<file path="config.mk">
export PLATFORM = sky130hd
export DESIGN_NAME = pipe_stage_reg_flat
export DESIGN_NICKNAME = d
export VERILOG_FILES = /design/src/rtl/pipe_stage_reg_if.sv /design/src/rtl/pipe_stage_reg.sv /design/src/flat_wrapper.sv
export SDC_FILE = /design/constraint.sdc
export NUM_CORES = 1
export LEC_CHECK = 0
export BUFFER_PORTS_ARGS = -buffer_cell sky130_fd_sc_hd__buf_2
export CORE_ASPECT_RATIO = 1.25
export CORE_MARGIN = 10
export CORE_UTILIZATION = 30
export DETAILED_ROUTE_END_ITERATION = 8
export PLACE_DENSITY = 0.54
export SLEW_MARGIN = 20
export SYNTH_ARGS = -nofsm -noshare
export SYNTH_HDL_FRONTEND = slang
export SYNTH_SLANG_ARGS = --single-unit
</file>
<file path="constraint.sdc">
create_clock -name clk -period 3.65 [get_ports clk]
set_input_delay 0.73 -clock clk [delete_from_list [all_inputs] [get_ports clk]]
set_output_delay 0.73 -clock clk [all_outputs]
set_load 0.03 [all_outputs]
</file>
<file path="src/rtl/pipe_stage_reg_if.sv">
// Valid/ready bus for one side of pipe_stage_reg: payload, control bundle and handshake.
// The producer drives valid/data/ctrl (master), the consumer drives ready (slave).
interface pipe_stage_reg_if #(
  parameter int DATA_W = 32,
  parameter int CTRL_W = 8
);
  logic              valid;
  logic              ready;
  logic [DATA_W-1:0] data;
  logic [CTRL_W-1:0] ctrl;

  modport master (output valid, output data, output ctrl, input ready);
  modport slave  (input valid, input data, input ctrl, output ready);
endinterface

</file>
<file path="src/rtl/pipe_stage_reg.sv">
// Pipeline stage register with optional 2-entry skid buffer (SKID=1) and flush.
// Optional statistics counters are compiled in with macro PIPE_STAGE_STATS_EN.
module pipe_stage_reg #(
  parameter int DATA_W = 32,
  parameter int CTRL_W = 8,
  parameter int SKID   = 1
) (
  input  logic                  clk,
  input  logic                  reset,
  pipe_stage_reg_if.slave       up_if,
  pipe_stage_reg_if.master      dn_if,
  input  logic                  flush,
  output logic [1:0]            occupancy
`ifdef PIPE_STAGE_STATS_EN
  ,
  output logic [15:0]           stall_cnt,
  output logic [15:0]           flush_cnt
`endif
);

  localparam bit USE_SKID = (SKID != 0);

  logic              main_valid_q, main_valid_d;
  logic              skid_valid_q, skid_valid_d;
  logic [DATA_W-1:0] main_data_q, main_data_d;
  logic [DATA_W-1:0] skid_data_q, skid_data_d;
  logic [CTRL_W-1:0] main_ctrl_q, main_ctrl_d;
  logic [CTRL_W-1:0] skid_ctrl_q, skid_ctrl_d;
  logic              in_fire, out_fire, main_free;

  // Handshake: a beat transfers on a rising edge where valid && ready on that side;
  // the producer holds valid/data/ctrl until the beat transfers; ready never depends on in valid.
  // With the skid buffer, ready comes straight from a flop (skid empty).
  assign up_if.ready = USE_SKID ? (~reset & ~skid_valid_q)
                                : (~reset & (dn_if.ready | ~main_valid_q));

  assign in_fire   = up_if.valid & up_if.ready;
  assign out_fire  = main_valid_q & dn_if.ready;
  assign main_free = ~main_valid_q | out_fire;

  always_comb begin
    main_valid_d = main_valid_q;
    main_data_d  = main_data_q;
    main_ctrl_d  = main_ctrl_q;
    skid_valid_d = skid_valid_q;
    skid_data_d  = skid_data_q;
    skid_ctrl_d  = skid_ctrl_q;
    if (flush) begin
      main_valid_d = 1'b0;
      skid_valid_d = 1'b0;
    end else begin
      if (out_fire) main_valid_d = 1'b0;
      if (skid_valid_q && out_fire) begin
        main_valid_d = 1'b1;
        main_data_d  = skid_data_q;
        main_ctrl_d  = skid_ctrl_q;
        skid_valid_d = 1'b0;
      end else if (in_fire && main_free) begin
        main_valid_d = 1'b1;
        main_data_d  = up_if.data;
        main_ctrl_d  = up_if.ctrl;
      end else if (USE_SKID && in_fire) begin
        skid_valid_d = 1'b1;
        skid_data_d  = up_if.data;
        skid_ctrl_d  = up_if.ctrl;
      end
    end
  end

  always_ff @(posedge clk or posedge reset) begin
    if (reset) begin
      main_valid_q <= 1'b0;
      main_data_q  <= '0;
      main_ctrl_q  <= '0;
      skid_valid_q <= 1'b0;
      skid_data_q  <= '0;
      skid_ctrl_q  <= '0;
    end else begin
      main_valid_q <= main_valid_d;
      main_data_q  <= main_data_d;
      main_ctrl_q  <= main_ctrl_d;
      skid_valid_q <= skid_valid_d;
      skid_data_q  <= skid_data_d;
      skid_ctrl_q  <= skid_ctrl_d;
    end
  end

  // A bubble must never present MemWr/RegWr downstream.
  assign dn_if.valid = main_valid_q;
  assign dn_if.data  = main_data_q;
  assign dn_if.ctrl  = main_valid_q ? main_ctrl_q : '0;
  assign occupancy   = {1'b0, main_valid_q} + {1'b0, skid_valid_q};

`ifdef PIPE_STAGE_STATS_EN
  logic [15:0] stall_cnt_q, stall_cnt_d;
  logic [15:0] flush_cnt_q, flush_cnt_d;

  always_comb begin
    stall_cnt_d = stall_cnt_q;
    flush_cnt_d = flush_cnt_q;
    if (main_valid_q && !dn_if.ready && stall_cnt_q != 16'hFFFF)
      stall_cnt_d = stall_cnt_q + 16'd1;
    if (flush && occupancy != 2'd0 && flush_cnt_q != 16'hFFFF)
      flush_cnt_d = flush_cnt_q + 16'd1;
  end

  always_ff @(posedge clk or posedge reset) begin
    if (reset) begin
      stall_cnt_q <= '0;
      flush_cnt_q <= '0;
    end else begin
      stall_cnt_q <= stall_cnt_d;
      flush_cnt_q <= flush_cnt_d;
    end
  end

  assign stall_cnt = stall_cnt_q;
  assign flush_cnt = flush_cnt_q;
`endif

endmodule

</file>
<file path="src/flat_wrapper.sv">
// flat-port wrapper written by rule: the top's interface ports become plain ports
module pipe_stage_reg_flat 
#(
  parameter int DATA_W = 32,
  parameter int CTRL_W = 8,
  parameter int SKID   = 1
)
  (clk, reset, flush, occupancy, up_if_valid, up_if_data, up_if_ctrl, up_if_ready, dn_if_valid, dn_if_data, dn_if_ctrl, dn_if_ready);
  pipe_stage_reg_if #(.DATA_W(DATA_W), .CTRL_W(CTRL_W)) up_if_i ();
  pipe_stage_reg_if #(.DATA_W(DATA_W), .CTRL_W(CTRL_W)) dn_if_i ();
  input  logic clk;
  input  logic reset;
  input  logic flush;
  output logic [1:0] occupancy;
  input wire logic [$bits(up_if_i.valid)-1:0] up_if_valid;
  input wire logic [$bits(up_if_i.data)-1:0] up_if_data;
  input wire logic [$bits(up_if_i.ctrl)-1:0] up_if_ctrl;
  output wire logic [$bits(up_if_i.ready)-1:0] up_if_ready;
  output wire logic [$bits(dn_if_i.valid)-1:0] dn_if_valid;
  output wire logic [$bits(dn_if_i.data)-1:0] dn_if_data;
  output wire logic [$bits(dn_if_i.ctrl)-1:0] dn_if_ctrl;
  input wire logic [$bits(dn_if_i.ready)-1:0] dn_if_ready;
  assign up_if_i.valid = up_if_valid;
  assign up_if_i.data = up_if_data;
  assign up_if_i.ctrl = up_if_ctrl;
  assign up_if_ready = up_if_i.ready;
  assign dn_if_valid = dn_if_i.valid;
  assign dn_if_data = dn_if_i.data;
  assign dn_if_ctrl = dn_if_i.ctrl;
  assign dn_if_i.ready = dn_if_ready;
  pipe_stage_reg #(.DATA_W(DATA_W), .CTRL_W(CTRL_W), .SKID(SKID)) u_core (.clk(clk), .reset(reset), .up_if(up_if_i), .dn_if(dn_if_i), .flush(flush), .occupancy(occupancy));
endmodule
</file>
======== Yosys cells after proc, flatten, opt, wreduce, memory -nomap -nowiden ========
Index checks and enable logic that the tools add are counted.
word-level totals
  bits in registers ....................... 82
  word-level logic and storage cells ...... 39
  output and inout port bits .............. 44
  input bits .............................. 45
cells by class
  bitwise operators ....................... 10
  reductions and logical operators ........ 8
  $add $sub $neg .......................... 1
  mux-type cells .......................... 13
  equality and inequality tests ........... 1
operator list
  cell                                                    number
  two-way mux 32 bit                                      2
  two-way mux 8 bit                                       3
  two-way mux 1 bit                                       8
  inverter 1 bit                                          6
  AND reduction 2 bit                                     2
  AND reduction 4 bit                                     1
  nonzero test 4 bit                                      1
  bitwise AND 1 bit                                       3
  inequality test 3 x 2 -> 1 bit (second input constant)  1
  nonzero test 3 bit                                      1
  adder 1 x 1 -> 2 bit                                    1
  logical AND 1 bit                                       2
  nonzero test 2 bit                                      1
  OR 1 bit                                                1

======== Longest topological paths before layout ========
Gate-level depths: netlist of run 1.
  depth after elaboration ................. 7
  gate-level depth with buffers ........... 5
  mapped depth without buffers ............ 3

======== Least setup slack after synthesis of run 1 ========
No wires, ideal clock.
  path kind ............................... input-to-reg
  start ................................... input reset
  end ..................................... register u_core.main_data_q[10] (netlist: u_core.dn_if.data[10])
  setup slack ............................. 1.527 ns
  stages on the path ...................... 4
  library setup time ...................... 0.125 ns
  buffers on the path ..................... 1
  required time ........................... 3.525 ns
  arrival ................................. 1.997 ns
  cells stage by stage .................... or3b_1 a211oi_4 buf_6 mux2_4
on the way
  longest elaborated chain between the ends .. 6
RTL lines
  element                        line                  RTL
  start, declared                flat_wrapper.sv:12    input logic reset;
  inverter 1 bit                 n/a
  bitwise AND 1 bit              pipe_stage_reg.sv:34  assign up_if.ready = USE_SKID ? (~reset & ~skid_valid_q)
  bitwise AND 1 bit              pipe_stage_reg.sv:37  assign in_fire = up_if.valid & up_if.ready;
  logical AND 1 bit              pipe_stage_reg.sv:58  end else if (in_fire && main_free) begin
  nonzero test 2 bit (no line)   n/a
  AND reduction 2 bit (no line)  n/a
  end signal, assigned           pipe_stage_reg.sv:80  main_data_q <= main_data_d;
  end, declared                  pipe_stage_reg.sv:25  logic [DATA_W-1:0] main_data_q, main_data_d;
Every way passes these cells.
A chain may end at the register's enable or synchronous reset.

======== Worst setup path after layout of run 1 ========
  start ................................... input reset
  end ..................................... register u_core.main_data_q[19] (netlist: u_core.dn_if.data[19])
The elaborated chain is that of the path after synthesis.

==> flow_summary.ini, run 1 <==
[grt]
grt_usage = 0.0973
grt_max_degree = 48
antenna_found_initial = 0
grt_pass1_vias = 2562
grt_overflow_total = 0
grt_pass1_wl_um = 13200

[pwr]
p_total_mw = 2.69
ir_drop_mv = 0.235
leakage_nw = 2.20
power.density_nw_per_um2 = 585

[sta]
worstMarginPinSlew_ns = 0.862
hold_ws_ns = 0.499
skew_ns = 0.00559
fin_ws_ns = 1.40
finalCriticalPeriod_ns = 2.25
finalHoldViolCount = 0
max-slew-margin-rel = 0.425
finalSetupTns_ns = 0
fin_crit_sh = 0.616
finalSetupViolCount = 0
rsz0062_at_grt = false
max_freq_mhz = 445
drv_slew = 0

[synth]
syn_nets = 283
syn_area_sq_um = 3670
synthTopCellsByArea = dfrtp_1 (56%), mux2_2 (34%), mux2_4 (4.1%)
ys_seq_area_frac = 0.559
synthCells = 237
ys_seq_elements = 82
yosysWarnings = 0
synth_cell_type_count = 17
synth_area_per_cell_sq_um = 15.5
synth_top_cell_area_share = 0.559
synth.largest_area_cell = dfrtp_1

[place]
placed_cells = 480
gp_congestion = 0.676
dp_hpwl_um = 5200
placed_area_sq_um = 4270
io_buffers = 88
post-place-ws_ns = 0.853

[detailed_routing]
postRouteAntennaNets = 0
drc = 0
routed_wl_um = 7810
vias_per_cell = 4.42
wl_per_cell_um = 15.7
vias = 2194
first_iter_violations = 33
drt_first_pass_iters = 3

[clock_tree]
holdBufCountCts = 0
postCtsResizedCells = 0
cts_sinks = 82
postCtsSetupRepairBufs = 0
clock_path_buffers = 2
cts.htree.levels = 3
cts_tree = yes
clk_pin_slew_ns = 0.05
insertion_delay_ns = 0.33
cts_made_buffers = 9
root_buffer = clkbuf_16

[setup_path]
worstPathArrival_ns = 2.46
cp.required_ns = 3.86
path_cells = buf_2 > or3b_1 > a211oi_4 > buf_4 > mux2_2
worstSetupPathType = in -> reg
r2r_setup_slack_ns = 1.44
start_kind = input port
cp_slowest_cell = buf_4
path_buf_inv = 2
worstSetupEndpointType = flop
critPathMaxFanout = 41
cp_top_family = buffers and inverters
critPathMaxStageDelay_ns = 0.56

[die]
rows = 45
core_area_sq_um = 12000
die_h_um = 144
initial_utilization = 0.305
die-area_sq_um = 17100
ios = 89
die_w_um = 119

[cells_and_area]
postLayoutCellArea_sq_um = 4600
areaGrowthSynthToFinish_pct = 25.1
nNetsFinal = 373
layout_common_cells = mux2_2 (110), buf_2 (88), dfrtp_1 (82)
fillers = 1183
layout_commonest_cell = mux2_2
fin_util = 0.381
layout-drive-gt1-share = 0.690
stdcell_count = 496
diodes = 0

[min_path]
min_path_type = reg -> reg

[run_status]
run_status = finished, final reports clean

[run]
maxCapViolations = 0
worst paths after layout:
kind | startpoint | depth (start not counted) | end
max in group asynchronous | reset | 3 | u_core.skid_data_q[23]
worst max-delay path | reset | 5 | u_core.dn_if.data[19]
worst min-delay path | u_core.dn_if.data[29] | 1 | u_core.dn_if.data[29]
worst min register to register | u_core.dn_if.data[29] | 1 | u_core.dn_if.data[29]
min in group asynchronous | reset | 2 | u_core.skid_data_q[3]
worst max register to register | u_core.skid_valid_q | 4 | u_core.dn_if.data[19]
area by class of cell:
cell class | count | area [sq um] | area share
timing repair buffer | 92 | 470 | 0.102
tap | 164 | 205 | 0.0447
sequential | 82 | 2050 | 0.447
inverter | 2 | 8.76 | 0.00191
clock buffer | 12 | 246 | 0.0536
multi-input combinational | 140 | 1540 | 0.335
clock inverter | 4 | 75.1 | 0.0163
registers in the layout (all words and copies together) (netlist names):
signal and cells:
u_core.dn_if.data 32, u_core.dn_if.valid 1, u_core.main_ctrl_q 8, u_core.skid_ctrl_q 8, u_core.skid_data_q 32, u_core.skid_valid_q 1
metal layers:
layer / wire, um / global-route usage / share of wire
met1: 3480 / 0.115 / 0.45
met2: 3780 / 0.159 / 0.48
met3: 456 / 0.0369 / 0.058
met4: 99 / 0.0348 / 0.013
met5: 0 / 0 / 0
worst reg2reg max path, delay by kind of cell (launching register included):
| family | cells | cell delay (ns) |
|---|---|---|
| AOI/OAI and AO/OA | 1 | 0.21 |
| muxes | 1 | 0.43 |
| buffers and inverters | 1 | 0.56 |
| DFF | 1 | 0.47 |
| and+or+nand+nor | 1 | 0.43 |
kinds of logic after synthesis:
logic type | count (synthesis) | synth area share
and+or+nand+nor | 17 | 0.0262
DFF | 82 | 0.559
adders and majority gates | 1 | 0.00341
muxes | 120 | 0.378
AOI/OAI and AO/OA | 2 | 0.00750
buffers and inverters | 15 | 0.0259
where the power goes:
group	switching, mW	total (mW)	internal [mW]
clock	0.345	0.963	0.618
combinational	0.309	0.554	0.246
sequential	0.0843	1.17	1.09
Yosys cell counts:
| cell type | count |
|---|---|
| nor2b_1 | 1 |
| and2_1 | 8 |
| nand3_1 | 2 |
| nand4_1 | 1 |
| mux2_2 | 110 |
| mux2_4 | 10 |
| or3b_1 | 1 |
| nand2_1 | 3 |
| dfrtp_1 | 82 |
| clkbuf_1 | 2 |
| buf_2 | 7 |
| a211oi_4 | 1 |
| inv_1 | 2 |
| a21o_1 | 1 |
| ha_1 | 1 |
| buf_6 | 4 |
| nor2_1 | 1 |
Power figures use the tool's default switching activity.
==> run 2: changes to the inputs <==
--- a/config.mk
+++ b/config.mk
@@ -5,12 +5,13 @@
 export SDC_FILE = /design/constraint.sdc
 export NUM_CORES = 1
 export LEC_CHECK = 0
+export ABC_AREA = 1
 export BUFFER_PORTS_ARGS = -buffer_cell sky130_fd_sc_hd__buf_2
 export CORE_ASPECT_RATIO = 1.25
 export CORE_MARGIN = 10
 export CORE_UTILIZATION = 30
 export DETAILED_ROUTE_END_ITERATION = 8
-export PLACE_DENSITY = 0.54
+export PLACE_DENSITY = 0.55
 export SLEW_MARGIN = 20
 export SYNTH_ARGS = -nofsm -noshare
 export SYNTH_HDL_FRONTEND = slang
==> constraint.sdc (replaced) <==
create_clock -name clk -period 2 [get_ports clk]
set_input_delay 0.4 -clock clk [delete_from_list [all_inputs] [get_ports clk]]
set_output_delay 0.4 -clock clk [all_outputs]
set_load 0.03 [all_outputs]
==> run 2 against run 1 <==
Global-route usage increased by 2.1 points. Final cell count increased by 55%. Hold slack got worse by 0.29 ns. Core utilization decreased by 2.1 points. Largest cell class unchanged.
==> flow_summary.ini, run 2 <==
[cells_and_area]
areaGrowthSynthToFinish_pct = 18.4
layout-drive-gt1-share = 0.248
fin_util = 0.360
ff_latch_area_sq_um = 2050
layout_commonest_cell = nand2_1
nNetsFinal = 633
stdcell_count = 767
layout_common_cells = nand2_1 (209), buf_2 (88), dfrtp_1 (80)
diodes = 0
multi_input_area_sq_um = 1620
postLayoutCellArea_sq_um = 4930
fillers = 1473

[synth]
yosysMostFrequentCell = nand2_1
yosysWarnings = 0
synthCells = 513
ys_seq_elements = 82
synth_top_cell_area_share = 0.492
synthFlopType = dfrtp_1
synth_area_per_cell_sq_um = 8.12
syn_nets = 559
async_flop_share = 1.00
synth_cell_type_count = 20
synth_enable_flop_cells = 0
ys_seq_area_frac = 0.492
ys_top_cells_by_count = nand2_1 (209), dfrtp_1 (82), inv_1 (49)
syn_area_sq_um = 4170
synthTopCellsByArea = dfrtp_1 (49%), nand2_1 (19%), nand4_1 (6.0%)
synth.largest_area_cell = dfrtp_1

[detailed_routing]
drc = 0
dr_wl_met3_um = 456
drt_first_pass_iters = 5
postRouteAntennaNets = 0
routed_wl_um = 11100
wl_met1_um = 4900
vias_per_cell = 4.56
vias = 3497
wl_met2_um = 5600
wl_per_cell_um = 14.5
highest-signal-layer = met4
first_iter_violations = 191

[sta]
rsz0062_at_grt = false
finalCriticalPeriod_ns = 1.86
max_freq_mhz = 537
worstMarginPinSlew_ns = 0.608
finalHoldViolCount = 0
max-slew-margin-rel = 0.595
hold_ws_ns = 0.210
finalSetupViolCount = 0
fin_crit_sh = 0.930
drv_slew = 0
skew_ns = 0.00820
finalSetupTns_ns = 0

[setup_path]
worstPathArrival_ns = 1.46
worstSetupPathType = reg -> out
worstSetupEndpointType = output pin
critPathMaxFanout = 15
start_kind = flop
cp.required_ns = 1.60

[grt]
grt_usage = 0.119
grt_overflow_total = 0
grt_pass1_wl_um = 18400
grt_max_degree = 83
grt_pass1_vias = 3585
antenna_found_initial = 0

[pwr]
p_int_mw = 3.12
power_frac_seq = 0.457
switching_power_mw = 1.45
p_sw_frac = 0.317
leakage_nw = 2.82
pwr-share-comb = 0.208
ir_drop_mv = 0.344
power.density_nw_per_um2 = 925
clockPowerShare = 0.334

[place]
placed_area_sq_um = 4660
io_buffers = 88
gp_congestion = 0.734
placed_cells = 751
dp_hpwl_um = 7780

[clock_tree]
clock_path_buffers = 2
postCtsResizedCells = 0
insertion_delay_ns = 0.33
cts_sinks = 82
cts.htree.levels = 3
clk_pin_slew_ns = 0.06
cts_made_buffers = 9
root_buffer = clkbuf_16
holdBufCountCts = 0
cts_tree = yes
postCtsSetupRepairBufs = 0

[die]
core_area_sq_um = 13700
die_h_um = 152
rows = 48
die-area_sq_um = 19000
initial_utilization = 0.304
ios = 89
die_w_um = 125

[run_status]
run_status = finished, final reports clean

[run]
maxCapViolations = 0

[min_path]
min_path_type = in -> async
[run 2: cell types whose count changed in the layout (fill, tap and decap cells not counted), sizes merged, moves of 2 or more]
cell / change
o21ai: +41
nand3: +42
mux2: -120
inv: +48
nand4: +39
buf: +11
and2: -8
bufinv: -2
clkinvlp: +2
nand2: +209
[run 2: layout make-up]
| type | instances | share of cell area |
|---|---|---|
| timing repair buffer | 103 | 0.115 |
| clock buffer | 12 | 0.0500 |
| inverter | 51 | 0.0398 |
| clock inverter | 4 | 0.00558 |
| sequential | 82 | 0.416 |
| tap | 175 | 0.0444 |
| multi-input combinational | 340 | 0.329 |
[run 2: metal layers]
metal / vias to the layer above / global-route usage
met5: - / 0
met4: 0 / 0.0490
met3: 14 / 0.0289
met2: 81 / 0.206
met1: 1619 / 0.137
li1: 1783 / -
[run 2: logic make-up (layout without fill, tap and decap cells)]
| family | count (synthesis) | count (layout) | share of synthesized area |
|---|---|---|---|
| AND/OR/NAND/NOR | 298 | 298 | 0.322 |
| buffers and inverters | 91 | 170 | 0.118 |
| flip-flops | 82 | 82 | 0.492 |
| AO/OA/AOI/OAI | 41 | 41 | 0.0645 |
| adder cells (fa/ha/maj) | 1 | 1 | 0.00300 |
[run 2: power groups by stage]
stage                     registers [mW]  clock network [mW]  logic, mW
after floorplan                     2.33                   0      0.446
after global placement              2.11                   0      0.958
after detailed placement            2.12                   0      0.975
after CTS                           2.09                1.58      0.976
after global routing                2.12                1.66       1.06
final                               2.09                1.53      0.950
[run 2: through the flow]
stage	power, mW	setup WS (ns)
2_1_floorplan	2.77	0.349
3_3_place_gp	3.06	0.231
3_5_place_dp	3.09	0.197
4_1_cts	4.64	0.114
5_1_grt	4.85	0.0474
6_report	4.56	0.139
[run 2: final timing paths]
kind	from	end	slack (ns)	cells after the start
max in group asynchronous	reset	u_core.skid_valid_q	1.38	3
min in group clk	up_if_data[16]	u_core.skid_data_q[16]	0.31	3
hold reg to reg	u_core.dn_if.data[23]	u_core.dn_if.data[23]	0.46	2
hold / removal	reset	u_core.dn_if.data[9]	0.21	3
setup / recovery	u_core.dn_if.valid	dn_if_ctrl[7]	0.14	4
setup reg to reg	u_core.dn_if.valid	u_core.skid_data_q[3]	0.36	6
[run 2: critical path, cell delays in order, from the launching register on]
cell and delay [ns]:
dfrtp_2 0.61, buf_4 0.23, nand2_1 0.05, inv_1 0.04, buf_2 0.19
